<file path="src/rtl/riscv_mem_loader.sv">
// rtl/riscv_mem_loader.sv - boot loader that streams program/data words into the RISC-V Lite DataPath memories and times the run
//
// Purpose:
//   Accepts a valid/ready word stream. The first segment, up to IN_LAST, goes to
//   instruction memory. The second segment goes to data memory. The loader then
//   releases the core and counts cycles until the core raises CPU_OK.
//
// Ports:
//   CLK, RST            clock, asynchronous active-high reset
//   GO                  start-load pulse (honoured in IDLE/DONE/ERROR only)
//   IN_VALID/IN_READY   stream handshake; IN_DATA word, IN_LAST ends a segment
//   LOAD_PROGRAM_*      instruction-memory write port (CTRL = write enable)
//   LOAD_DATA_*         data-memory write port (CTRL = write enable)
//   CPU_RSTn/EN/START   core control; CPU_OK is the core's completion flag
//   CYCLE_COUNT         saturating run-cycle counter
//   PROG_WORDS          program-memory words written, pad words included
//   DATA_WORDS          data-memory words written
//   BUSY, DONE, ERR     status (DONE and ERR are sticky until the next GO)
//
// Configuration:
//   NOP_PAD_EN - when defined, PAD_WORDS zero words follow every program word.

module riscv_mem_loader #(
    parameter int ADDR_W    = 10,
    parameter int DATA_W    = 32,
    parameter int CNT_W     = 32,
    parameter int PAD_WORDS = 3
) (
    input  logic              CLK,
    input  logic              RST,
    input  logic              GO,
    input  logic              IN_VALID,
    output logic              IN_READY,
    input  logic [DATA_W-1:0] IN_DATA,
    input  logic              IN_LAST,
    output logic              LOAD_PROGRAM_CTRL,
    output logic [ADDR_W-1:0] LOAD_PROGRAM_ADDR,
    output logic [DATA_W-1:0] LOAD_PROGRAM_DATA,
    output logic              LOAD_DATA_CTRL,
    output logic [ADDR_W-1:0] LOAD_DATA_ADDR,
    output logic [DATA_W-1:0] LOAD_DATA_DATA,
    output logic              CPU_RSTn,
    output logic              CPU_EN,
    output logic              CPU_START,
    input  logic              CPU_OK,
    output logic [CNT_W-1:0]  CYCLE_COUNT,
    output logic [ADDR_W:0]   PROG_WORDS,
    output logic [ADDR_W:0]   DATA_WORDS,
    output logic              BUSY,
    output logic              DONE,
    output logic              ERR
);

    // Pad words per program word. Zero makes the PAD state unreachable.
`ifdef NOP_PAD_EN
    localparam int PAD_N = PAD_WORDS;
`else
    localparam int PAD_N = 0;
`endif
    localparam int PAD_IW = (PAD_N > 1) ? $clog2(PAD_N) : 1;

    typedef enum logic [3:0] {
        S_IDLE,
        S_LOAD_PROG,
        S_PAD,
        S_LOAD_DATA,
        S_FLUSH,    // last data write is on the port this cycle
        S_RELEASE,  // one idle cycle: no writes, core still in reset
        S_RUN,
        S_DONE,
        S_ERROR
    } state_t;

    state_t              r_state;
    logic                r_in_ready;
    logic                r_prog_ctrl;
    logic [ADDR_W-1:0]   r_prog_addr;
    logic [DATA_W-1:0]   r_prog_data;
    logic                r_data_ctrl;
    logic [ADDR_W-1:0]   r_data_addr;
    logic [DATA_W-1:0]   r_data_data;
    logic                r_cpu_rstn;
    logic                r_cpu_en;
    logic                r_cpu_start;
    logic [CNT_W-1:0]    r_cycle_cnt;
    logic [ADDR_W:0]     r_prog_words;
    logic [ADDR_W:0]     r_data_words;
    logic                r_busy;
    logic                r_done;
    logic                r_err;
    logic [PAD_IW-1:0]   r_pad_idx;
    logic                r_pad_last;

    logic w_accept;
    logic w_prog_full;
    logic w_data_full;

    assign w_accept    = IN_VALID & r_in_ready;
    // Word counters never exceed 2^ADDR_W, so the MSB alone means "segment full".
    assign w_prog_full = r_prog_words[ADDR_W];
    assign w_data_full = r_data_words[ADDR_W];

    always_ff @(posedge CLK or posedge RST) begin
        if (RST) begin
            r_state      <= S_IDLE;
            r_in_ready   <= 1'b0;
            r_prog_ctrl  <= 1'b0;
            r_prog_addr  <= '0;
            r_prog_data  <= '0;
            r_data_ctrl  <= 1'b0;
            r_data_addr  <= '0;
            r_data_data  <= '0;
            r_cpu_rstn   <= 1'b0;
            r_cpu_en     <= 1'b0;
            r_cpu_start  <= 1'b0;
            r_cycle_cnt  <= '0;
            r_prog_words <= '0;
            r_data_words <= '0;
            r_busy       <= 1'b0;
            r_done       <= 1'b0;
            r_err        <= 1'b0;
            r_pad_idx    <= '0;
            r_pad_last   <= 1'b0;
        end else begin
            // Write enables are single-cycle pulses.
            r_prog_ctrl <= 1'b0;
            r_data_ctrl <= 1'b0;

            case (r_state)
                S_IDLE, S_DONE, S_ERROR: begin
                    if (GO) begin
                        r_state      <= S_LOAD_PROG;
                        r_in_ready   <= 1'b1;
                        r_busy       <= 1'b1;
                        r_done       <= 1'b0;
                        r_err        <= 1'b0;
                        r_cycle_cnt  <= '0;
                        r_prog_words <= '0;
                        r_data_words <= '0;
                        r_cpu_rstn   <= 1'b0;
                        r_cpu_en     <= 1'b0;
                        r_cpu_start  <= 1'b0;
                    end
                end

                S_LOAD_PROG: begin
                    if (w_accept) begin
                        if (w_prog_full) begin
                            r_state    <= S_ERROR;
                            r_err      <= 1'b1;
                            r_in_ready <= 1'b0;
                            r_busy     <= 1'b0;
                            r_cpu_rstn <= 1'b0;
                        end else begin
                            r_prog_ctrl  <= 1'b1;
                            r_prog_addr  <= r_prog_words[ADDR_W-1:0];
                            r_prog_data  <= IN_DATA;
                            r_prog_words <= r_prog_words + (ADDR_W+1)'(1);
                            if (PAD_N != 0) begin
                                r_state    <= S_PAD;
                                r_in_ready <= 1'b0;
                                r_pad_idx  <= '0;
                                r_pad_last <= IN_LAST;
                            end else if (IN_LAST) begin
                                r_state <= S_LOAD_DATA;
                            end
                        end
                    end
                end

                S_PAD: begin
                    if (w_prog_full) begin
                        r_state    <= S_ERROR;
                        r_err      <= 1'b1;
                        r_in_ready <= 1'b0;
                        r_busy     <= 1'b0;
                        r_cpu_rstn <= 1'b0;
                    end else begin
                        r_prog_ctrl  <= 1'b1;
                        r_prog_addr  <= r_prog_words[ADDR_W-1:0];
                        r_prog_data  <= '0;
                        r_prog_words <= r_prog_words + (ADDR_W+1)'(1);
                        if (r_pad_idx == PAD_IW'(PAD_N - 1)) begin
                            r_in_ready <= 1'b1;
                            r_state    <= r_pad_last ? S_LOAD_DATA : S_LOAD_PROG;
                        end else begin
                            r_pad_idx <= r_pad_idx + PAD_IW'(1);
                        end
                    end
                end

                S_LOAD_DATA: begin
                    if (w_accept) begin
                        if (w_data_full) begin
                            r_state    <= S_ERROR;
                            r_err      <= 1'b1;
                            r_in_ready <= 1'b0;
                            r_busy     <= 1'b0;
                            r_cpu_rstn <= 1'b0;
                        end else begin
                            r_data_ctrl  <= 1'b1;
                            r_data_addr  <= r_data_words[ADDR_W-1:0];
                            r_data_data  <= IN_DATA;
                            r_data_words <= r_data_words + (ADDR_W+1)'(1);
                            if (IN_LAST) begin
                                r_state    <= S_FLUSH;
                                r_in_ready <= 1'b0;
                            end
                        end
                    end
                end

                S_FLUSH: begin
                    r_state <= S_RELEASE;
                end

                S_RELEASE: begin
                    r_state     <= S_RUN;
                    r_cpu_rstn  <= 1'b1;
                    r_cpu_en    <= 1'b1;
                    r_cpu_start <= 1'b1;
                end

                S_RUN: begin
                    // The edge that samples CPU_OK high is still a run cycle.
                    if (r_cycle_cnt != {CNT_W{1'b1}}) begin
                        r_cycle_cnt <= r_cycle_cnt + CNT_W'(1);
                    end
                    if (CPU_OK) begin
                        r_state     <= S_DONE;
                        r_cpu_en    <= 1'b0;
                        r_cpu_start <= 1'b0;
                        r_busy      <= 1'b0;
                        r_done      <= 1'b1;
                    end
                end

                default: begin
                    r_state <= S_IDLE;
                end
            endcase
        end
    end

    assign IN_READY          = r_in_ready;
    assign LOAD_PROGRAM_CTRL = r_prog_ctrl;
    assign LOAD_PROGRAM_ADDR = r_prog_addr;
    assign LOAD_PROGRAM_DATA = r_prog_data;
    assign LOAD_DATA_CTRL    = r_data_ctrl;
    assign LOAD_DATA_ADDR    = r_data_addr;
    assign LOAD_DATA_DATA    = r_data_data;
    assign CPU_RSTn          = r_cpu_rstn;
    assign CPU_EN            = r_cpu_en;
    assign CPU_START         = r_cpu_start;
    assign CYCLE_COUNT       = r_cycle_cnt;
    assign PROG_WORDS        = r_prog_words;
    assign DATA_WORDS        = r_data_words;
    assign BUSY              = r_busy;
    assign DONE              = r_done;
    assign ERR               = r_err;

endmodule

</file>
<file path="config.mk">
export PLATFORM = sky130hd
export DESIGN_NAME = riscv_mem_loader
export DESIGN_NICKNAME = d
export VERILOG_FILES = /design/src/rtl/riscv_mem_loader.sv
export SDC_FILE = /design/constraint.sdc
export NUM_CORES = 1
export LEC_CHECK = 0
export CAP_MARGIN = 20
export CORE_MARGIN = 2
export CORE_UTILIZATION = 44
export CTS_CLUSTER_DIAMETER = 50
export DETAILED_ROUTE_END_ITERATION = 8
export GPL_ROUTABILITY_DRIVEN = 0
export HOLD_SLACK_MARGIN = 0.05
export PLACE_DENSITY = 0.74
export SYNTH_ARGS = -nofsm -noshare
export SYNTH_HDL_FRONTEND = slang
export SYNTH_SLANG_ARGS = --single-unit
</file>
<file path="constraint.sdc">
create_clock -name CLK -period 4.7 [get_ports CLK]
set_input_delay 0.94 -clock CLK [delete_from_list [all_inputs] [get_ports CLK]]
set_output_delay 0.94 -clock CLK [all_outputs]
set_load 0.02 [all_outputs]
</file>
==> results.txt <==
The launch point of the worst reg-to-reg path is r_state[1]$_DFFE_PP0P_. The number of nets at the end of the flow came out at 909. The leftover overflow at the end of global routing came out at 0. The total wirelength of the detailed-routed design is 18600 microns. The slew at the pin closest to its max-slew limit is 910 ps. The post-DP HPWL is 12800 microns.

The hold-critical path depth came out at 2. The first-pass GRT wire length is 31400 microns. In this run, CTS created clock tree buffers numbering 17. The worst hold path terminates at LOAD_PROGRAM_DATA[20]$_DFFE_PP0P_. The maximum number of pins on one net before global-route repair is 62. The remaining design rule violation count is 0. The maximum ir drop on the vdd rail came out at 355 uV. The most frequently used flop master after synthesis is dfrtp_1.

The total core area is 0.0159 sq mm. The number of different library cells used by synthesis comes to 68. The final cell utilization of the core is 0.619. The worst setup path is captured at a flop. The maximum fanout count along the critical path came out at 61.

The number of diodes added for antenna fixing came out at 0. The hold buffer count at cts is 0. CTS placed an instance of clkbuf_16 at the clock tree root. The horizontal extent of the die is 132 microns. For this design the top-level I/O count stands at 185. The critical path is of the flop to flop type. The logic depth of the worst register-to-register path came out at 4. The number of warnings reported in the yosys synthesis log came out at 1. The H-tree level count is 4.

The maximum clock frequency is 0.351 GHz. The die covers 0.0173 sq mm. The path class of the tightest hold or removal check is flop to flop. Measured along the y axis, the die boundary spans 132 microns.

The proportion of synthesized chip area in sequential cells is 0.528. After clock tree synthesis, the clock-pin slew on the worst setup and hold paths is 60 ps. The post-placement cell count is 1064. Synthesis handed over a netlist of 692 instances. The ratio of routed vias to standard cells came out at 5.45. The total of buffers placed on input and output ports is 184. The overall via count from detail_route is 5977. The remaining antenna violation count after routing came out at 0. The register bit total from synthesis came out at 151. The flow ran to the end, and the final reports show no timing, DRC or antenna violations. The net count after synthesis came out at 733. The total negative slack came out at 0 ps.

The worst-case clock skew came out at 8.15 ps. The initial standard-cell utilization of the core came out at 0.450. In this run the post-CTS setup repair buffer count came out at 0. The first TritonRoute pass finished after 6 iterations.

The count of cells resized by post-cts repair is 0. The setup check on the worst reg-to-reg path leaves a slack of 1850 ps. The via count of the first global-routing pass is 6044. The number of setup violations in the final report is 0. The synthesis-to-layout area growth is 37.3%. The worst setup path is launched from a flop. The mean post-synth cell area is 10.3 sq um. Excluding fillers, the count of instances in the completed layout stands at 1096. The all-layer global routing usage came out at 0.224. The average wire per standard cell came out at 17.0 microns. The detailed router's first-iteration violation count is 472.

The number of sinks driven by the clock tree came out at 151. The endpoint of the worst register-to-register path is LOAD_PROGRAM_ADDR[9]$_DFFE_PP0P_. The static leakage came out at 4.22 nW. The data arrival time of the worst path is 3150 ps.

The longest clock path from root to sink contains 2 buffers. The number of hold-slack violations in the final timing report is 0. Summing every instance area after synthesis gives 0.00715 sq mm. Summing all placed instances gives a cell area of 0.00920 sq mm.

The count of final max-slew check failures came out at 0. The worst path needs 2850 ps of the cycle, external delays included. The share of async-settable or async-resettable flops after synthesis came out at 1.00. Max-cap violations in this run came to 0. The final non-filler cell area came out at 0.00983 sq mm. The initialized floorplan defines 46 standard-cell rows. The period utilization came out at 0.606. The power per cell area is 596 mW/mm^2. The share of cells above drive strength 1 is 0.132. The clock latency reported for the late side of the worst-skew pair came out at 420 ps. The count of flip-flops with a built-in enable after synthesis is 0. The initial antenna violation count was 0. Setup repair after global routing left no endpoint under its margin. The endpoint required time on the critical path is 5000 ps.

TritonCTS built the clock tree. In this run the most critical hold path is launched from LOAD_PROGRAM_DATA[20]$_DFFE_PP0P_. In this run the tightest slew margin relative to its limit is 0.393.
-- worst max path at each step --
| stage | startpoint | end | slack [ps] | depth (start not counted) |
|---|---|---|---|---|
| finish | r_state[1]$_DFFE_PP0P_ | LOAD_PROGRAM_ADDR[9]$_DFFE_PP0P_ | 1850 | 4 |
| global route | r_state[0]$_DFFE_PP0P_ | LOAD_PROGRAM_ADDR[9]$_DFFE_PP0P_ | 1620 | 4 |
| CTS | r_state[1]$_DFFE_PP0P_ | LOAD_PROGRAM_ADDR[9]$_DFFE_PP0P_ | 1850 | 4 |
| detailed placement | IN_VALID | LOAD_PROGRAM_ADDR[9]$_DFFE_PP0P_ | 1420 | 5 |
| global placement | IN_VALID | LOAD_PROGRAM_ADDR[9]$_DFFE_PP0P_ | 1440 | 5 |
| floorplan | RST | BUSY$_DFFE_PP0P_ | 1860 | 1 |
-- cell usage in the layout (no fill, tap or decap), types with 5 or more instances in the layout --
| master | Yosys | final |
|---|---|---|
| clkdlybuf4s50_1 | 0 | 184 |
| dfrtp_1 | 151 | 151 |
| nand2_1 | 112 | 112 |
| o21ai_0 | 54 | 54 |
| mux2_2 | 53 | 53 |
| nor2_1 | 37 | 36 |
| a21oi_1 | 30 | 30 |
| nand3_1 | 24 | 24 |
| o31ai_1 | 17 | 17 |
| clkbuf_16 | 0 | 17 |
| or4_1 | 16 | 16 |
| nand4_1 | 13 | 13 |
| or3_1 | 11 | 11 |
| and3_1 | 10 | 10 |
| o21ai_1 | 11 | 10 |
| xor2_1 | 9 | 9 |
| nor3_1 | 8 | 8 |
| inv_1 | 9 | 8 |
| o211ai_1 | 7 | 7 |
| buf_4 | 6 | 7 |
| and2_1 | 5 | 5 |
| a31oi_1 | 5 | 5 |
-- cells by family (layout without fill, tap and decap cells) --
kind of cell / Yosys count / count (layout) / share of synthesized area
adder cells (fa/ha/maj): 3 / 3 / 0.00525
XOR/XNOR: 9 / 9 / 0.0110
buffers and inverters: 46 / 234 / 0.0304
flip-flops: 151 / 151 / 0.528
AND/OR/NAND/NOR: 274 / 274 / 0.206
AO/OA/AOI/OAI: 155 / 155 / 0.135
multiplexers: 54 / 54 / 0.0848
-- cell usage after synthesis, types with 8 or more instances --
cell type | count | area share
dfrtp_1 | 151 | 0.53
nand2_1 | 112 | 0.059
o21ai_0 | 54 | 0.038
mux2_2 | 53 | 0.083
nor2_1 | 37 | 0.019
a21oi_1 | 30 | 0.021
nand3_1 | 24 | 0.017
clkbuf_1 | 18 | 0.0094
o31ai_1 | 17 | 0.018
or4_1 | 16 | 0.017
nand4_1 | 13 | 0.011
buf_2 | 12 | 0.0084
o21ai_1 | 11 | 0.0077
or3_1 | 11 | 0.0096
and3_1 | 10 | 0.0087
inv_1 | 9 | 0.0047
xor2_1 | 9 | 0.011
nor3_1 | 8 | 0.0056
-- per-stage QoR --
| stage | hold WS (ps) | worst slack, ps | power, mW |
|---|---|---|---|
| 6_report | 476 | 1850 | 5.86 |
| 5_1_grt | 508 | 1620 | 6.21 |
| 4_1_cts | 483 | 1850 | 5.90 |
| 3_5_place_dp | 470 | 1420 | 4.46 |
| 3_3_place_gp | 461 | 1440 | 4.42 |
| 2_1_floorplan | 459 | 1860 | 3.41 |
-- sequential cells by signal, indices dropped and copies added, names as in the netlist, 4 cells and up --
register,count
LOAD_PROGRAM_ADDR,10
LOAD_PROGRAM_DATA,32
LOAD_DATA_ADDR,10
LOAD_DATA_DATA,32
CYCLE_COUNT,32
DATA_WORDS,11
PROG_WORDS,11
r_state,4
-- routing by layer --
metal	vias to the layer above	wire length (microns)	track usage
met5	-	0	0
met4	0	578	0.0894
met3	35	1330	0.0741
met2	181	8630	0.347
met1	2897	8100	0.290
li1	2864	-	-
-- layout make-up --
| type | instances | area (sq um) |
|---|---|---|
| Fill cell | 1338 | 6060 |
| Sequential cell | 151 | 3780 |
| Multi-Input combinational cell | 495 | 3180 |
| Timing Repair Buffer | 194 | 1950 |
| Clock buffer | 24 | 492 |
| Tap cell | 216 | 270 |
| Clock inverter | 7 | 116 |
| Inverter | 9 | 37.5 |
-- worst max-delay path, cell delays in order, from the launching register on --
cell and delay, ps:
dfrtp_1 940, and4b_1 330, o21ai_4 510, buf_4 560, mux2_2 390
-- where the power goes --
part / internal (mW) / switching [mW]
logic: 1.09 / 1.34
clock network: 0.889 / 0.521
registers: 1.67 / 0.339
No activity file was read; power rests on OpenSTA's default activity.
==> edit 1 (config.mk and constraints unchanged) <==
Re-encode `state_t` (9 states) as one-hot, 9 bits wide.
--- a/src/rtl/riscv_mem_loader.sv
+++ b/src/rtl/riscv_mem_loader.sv
@@ -61,12 +61,12 @@
 
-    typedef enum logic [3:0] {
-        S_IDLE,
-        S_LOAD_PROG,
-        S_PAD,
-        S_LOAD_DATA,
-        S_FLUSH,    // last data write is on the port this cycle
-        S_RELEASE,  // one idle cycle: no writes, core still in reset
-        S_RUN,
-        S_DONE,
-        S_ERROR
+    typedef enum logic [8:0] {
+        S_IDLE      = 9'b000000001,
+        S_LOAD_PROG = 9'b000000010,
+        S_PAD       = 9'b000000100,
+        S_LOAD_DATA = 9'b000001000,
+        S_FLUSH     = 9'b000010000,    // last data write is on the port this cycle
+        S_RELEASE   = 9'b000100000,  // one idle cycle: no writes, core still in reset
+        S_RUN       = 9'b001000000,
+        S_DONE      = 9'b010000000,
+        S_ERROR     = 9'b100000000
     } state_t;
Formal check against the unedited RTL: no difference found for any inputs over 4 cycles, from zero or initial values and one cycle with RST high; so few cycles prove little.
==> edit 1 against the original RTL <==
Die area decreased by 3.9%. Sequential power shrank 8%. Area after synthesis decreased by 4.0%. Wire length shrank 3.9%. Setup slack worse by 0.32 ns. Via count fell by 2.5%. Utilization grew 0.34 points. Count of clock-buffer cells in the layout shrank 4. Worst hold slack lost 0.0035 ns. Total power shrank 15%. Sequential cell count increased by 3. Cell area down 3.8%. Sequential share of layout area up 2.3 points. Critical path type unchanged. Largest power group is now sequential cells. Highest routed layer unchanged.
==> edit 1: results (changes against the original RTL) <==
| Metric | Value |
|---|---|
| Critical R2R Launch | `CYCLE_COUNT[0] (was r_state[1])` |
| DR pass1 iterations | `5 (was 6)` |
| Fin Clk Skew | `0.00845 ns (was 0.00815 ns)` |
| Synth top cells by count | `157 x nand2_1, 153 x dfrtp_1, 45 x mux2_2 (was 151 x dfrtp_1, 112 x nand2_1, 54 x o21ai_0)` |
| Vias after detailed routing | `5830 (was 5977)` |
| CP max stage delay | `0.80 ns (was 0.94 ns)` |
| Placed cells | `1029 (was 1064)` |
| Run status | `finished, final reports clean (unchanged)` |
| Critical path's slowest cell | `nor4_4 (was dfrtp_1)` |
| # fillers | `1249 (was 1338)` |
| Syn Nets | `724 (was 733)` |
| Sequential cell area fraction in the yosys report | `56.1% (was 52.8%)` |
| Hold Path Origin | `LOAD_PROGRAM_ADDR[4] (was LOAD_PROGRAM_DATA[20])` |
| Global router's overall resource usage | `22.0% (was 22.4%)` |
| DPL Wire Length | `12.3 mm (was 12.8 mm)` |
| CP Max Fanout | `13 (was 61)` |
| Fin cells | `1060 (was 1096)` |
| Peak VDD IR | `286 uV (was 355 uV)` |
| Normalized max-slew margin | `37.2% (was 39.3%)` |
| Vias in the first global route | `5560 (was 6044)` |
| Synth top area cells | `dfrtp_1 56%, nand2_1 8.6%, mux2_2 7.4%, o21ai_0 2.9%, nor2_1 2.2% (was dfrtp_1 53%, mux2_2 8.3%, nand2_1 5.9%, o21ai_0 3.8%, a21oi_1 2.1%)` |
| Lkg Pwr | `4.21 nW (was 4.22 nW)` |
| Unique cell type count in the Yosys netlist | `60 (was 68)` |
| Critical Path AT | `3.47 ns (was 3.15 ns)` |
| Largest net degree at the start of global routing | `107 (was 62)` |
| Crit path max-delay family | `simple AND/OR/NAND/NOR gates (was flip-flops)` |
edit 1: layout make-up:
type                    instances  share of cell area (%)
well taps                     188                    2.49
repair buffers                191                    20.2
multi-input cells             485                    29.8
clock inverters                11                    1.55
clock buffers                  20                    4.72
inverters                      11                   0.476
flip-flops and latches        154                    40.8
edit 1: through the flow:
step | utilization (%) | instance area, um2 | setup WS (ns) | power [mW]
2_1_floorplan | - | 6870 | 1.82 | 2.83
6_report | 62.2 | 9460 | 1.53 | 4.99
3_3_place_gp | 58.3 | 8860 | 1.42 | 3.61
4_1_cts | 62.2 | 9460 | 1.52 | 5.03
3_5_place_dp | 58.3 | 8860 | 1.40 | 3.65
5_1_grt | 62.2 | 9460 | 1.32 | 5.27
edit 1: cells by family after synthesis:
logic type,count (synthesis),synth area share [%]
adder cells (fa/ha/maj),3,0.546
XOR/XNOR,12,1.53
AO/OA/AOI/OAI,113,9.76
multiplexers,47,7.74
AND/OR/NAND/NOR,310,21.4
flip-flops,154,56.1
buffers and inverters,44,2.93
edit 1: path summary, 6_finish.rpt:
check                                             to  slack, ns  depth (start not counted)
worst min register to register  LOAD_PROGRAM_ADDR[4]       0.47                          2
max in group asynchronous       LOAD_PROGRAM_DATA[6]       2.86                          3
worst max-delay path                 CYCLE_COUNT[30]       1.53                          7
min in group asynchronous          LOAD_DATA_ADDR[6]       0.93                          2
worst max register to register       CYCLE_COUNT[30]       1.53                          7
worst min-delay path            LOAD_PROGRAM_ADDR[4]       0.47                          2
edit 1: metal layers:
layer	track usage [%]	vias up	wire [um]	part of all wire [%]
met5	0	-	0	0
met4	9.65	0	500	2.8
met3	5.28	32	1040	5.8
met2	34.5	200	8500	47
met1	29.4	2847	7870	44
li1	-	2751	-	-
edit 1: worst reg2reg max path, stage by stage (launching register included):
cell      delay [ns]
dfrtp_1         0.43
ha_1            0.23
nand3_2         0.14
or4_1           0.72
nor4_4          0.80
nand2b_1        0.47
or3_1           0.18
o21ai_0         0.08
edit 1: where the power goes:
group	internal [mW]	total, mW	switching, mW	leakage, nW
logic	0.809	1.77	0.962	1.87
clock network	0.845	1.38	0.533	0.275
registers	1.63	1.84	0.213	2.07
==> edit 2 (config.mk and constraints unchanged) <==
Without the edit above. The parameter `DATA_W` goes from 32 to 64.
--- a/src/rtl/riscv_mem_loader.sv
+++ b/src/rtl/riscv_mem_loader.sv
@@ -24,3 +24,3 @@
     parameter int ADDR_W    = 10,
-    parameter int DATA_W    = 32,
+    parameter int DATA_W    = 64,
     parameter int CNT_W     = 32,
Ports: changed (resized IN_DATA, LOAD_DATA_DATA and LOAD_PROGRAM_DATA); port bits go from 185 to 281. The function was not compared with the original's and may differ.
==> edit 2 against the original RTL <==
Via count is 28% higher. Critical path type unchanged. Cell area is 37% higher. Sequential cell count is 64 higher. Non-clock buffer count is 99 higher. Critical path depth stayed put. Total power is 27% lower. Wire length is 40% higher. Setup slack worse by 0.11 ns. Synthesized cell count is 28% higher. Clock power is 60% higher. Critical endpoint is now CYCLE_COUNT[4]. Area after synthesis is 31% higher. Combinational power is 95% lower.
==> edit 2: results (changes against the original RTL) <==
| Metric | Value |
|---|---|
| Clock buffers | `34 (was 24)` |
| #MultiIn Comb | `607 (was 495)` |
| Number of non-clock buffers | `293 (was 194)` |
| CP max stage delay | `0.92 ns (was 0.94 ns)` |
| P_int | `3.34 mW (was 3.65 mW)` |
| Fin cells | `1453 (was 1096)` |
| Fin nets | `1228 (was 909)` |
| Compound-Gate Fraction of Synth Area | `12.0% (was 13.5%)` |
| Share of cells above drive strength 1 | `13.9% (was 13.2%)` |
| Clock Tree Buf Depth | `3 (was 2)` |
| ANT cells | `1 (was 0)` |
| Largest net degree at the start of global routing | `66 (was 62)` |
| Peak VDD IR | `261 uV (was 355 uV)` |
| Sequential cell area | `0.00538 mm2 (was 0.00378 mm2)` |
| Critical Path AT | `3.38 ns (was 3.15 ns)` |
| Met3 Wirelength | `1.65 mm (was 1.33 mm)` |
| Crit path max-delay family | `compound AO/OA/AOI/OAI gates (was flip-flops)` |
| CTS Buf Count | `28 (was 17)` |
| Sequential cell area fraction in the yosys report | `57.4% (was 52.8%)` |
| Mux contribution to synthesized area | `10.2% (was 8.48%)` |
| Synth top area cells | `dfrtp_1 57%, mux2_2 10%, nand2_1 6.9%, o21ai_0 5.6%, nand3_1 2.4% (was dfrtp_1 53%, mux2_2 8.3%, nand2_1 5.9%, o21ai_0 3.8%, a21oi_1 2.1%)` |
| Run status | `finished, final reports clean (unchanged)` |
| XOR/XNOR Fraction of Synth Area | `0.748% (was 1.10%)` |
| Fin Clk Skew | `0.0129 ns (was 0.00815 ns)` |
| Unique cell type count in the Yosys netlist | `55 (was 68)` |
| Worst slack, placed | `1.36 ns (was 1.42 ns)` |
| First-pass GRT wire length | `40.6 mm (was 31.4 mm)` |
| Lkg Pwr | `6.13 nW (was 4.22 nW)` |
| Drt via density | `5.29 (was 5.45)` |
| Clock network area share | `7.50% (was 6.19%)` |
| Global router's overall resource usage | `22.5% (was 22.4%)` |
| Met2 usage in global routing | `36.3% (was 34.7%)` |
| Met1 Use GR | `29.8% (was 29.0%)` |
| Seq pwr | `1.86 mW (was 2.01 mW)` |
| P_comb | `130 uW (was 2.44 mW)` |
| Signal inverters | `10 (was 9)` |
| Syn Nets | `960 (was 733)` |
| Clock latency on the worst-skew pair | `0.53 ns (was 0.42 ns)` |
| Critical path's slowest cell | `o21ai_2 (was dfrtp_1)` |
| Initial antenna violation count | `1 (was 0)` |
| Non-clock buffer share | `21.8% (was 19.9%)` |
| Multi-input gate share of total cell area | `27.7% (was 32.3%)` |
-- edit 2: per-stage QoR --
step | utilization (%) | cell area, um2
global route | 64.1 | 13400
floorplan | - | 9370
detailed placement | 59.2 | 12400
global placement | 59.2 | 12400
CTS | 64.0 | 13400
finish | 64.1 | 13400
-- edit 2: final timing paths --
kind / startpoint / to / slack, ns / cells after the start
setup reg to reg: r_state[1] / CYCLE_COUNT[4] / 1.74 / 4
min in group asynchronous: RST / LOAD_DATA_ADDR[3] / 0.82 / 2
hold / removal: LOAD_PROGRAM_DATA[1] / LOAD_PROGRAM_DATA[1] / 0.48 / 2
max in group asynchronous: RST / LOAD_PROGRAM_DATA[11] / 2.90 / 4
setup / recovery: r_state[1] / CYCLE_COUNT[4] / 1.74 / 4
hold reg to reg: LOAD_PROGRAM_DATA[1] / LOAD_PROGRAM_DATA[1] / 0.48 / 2
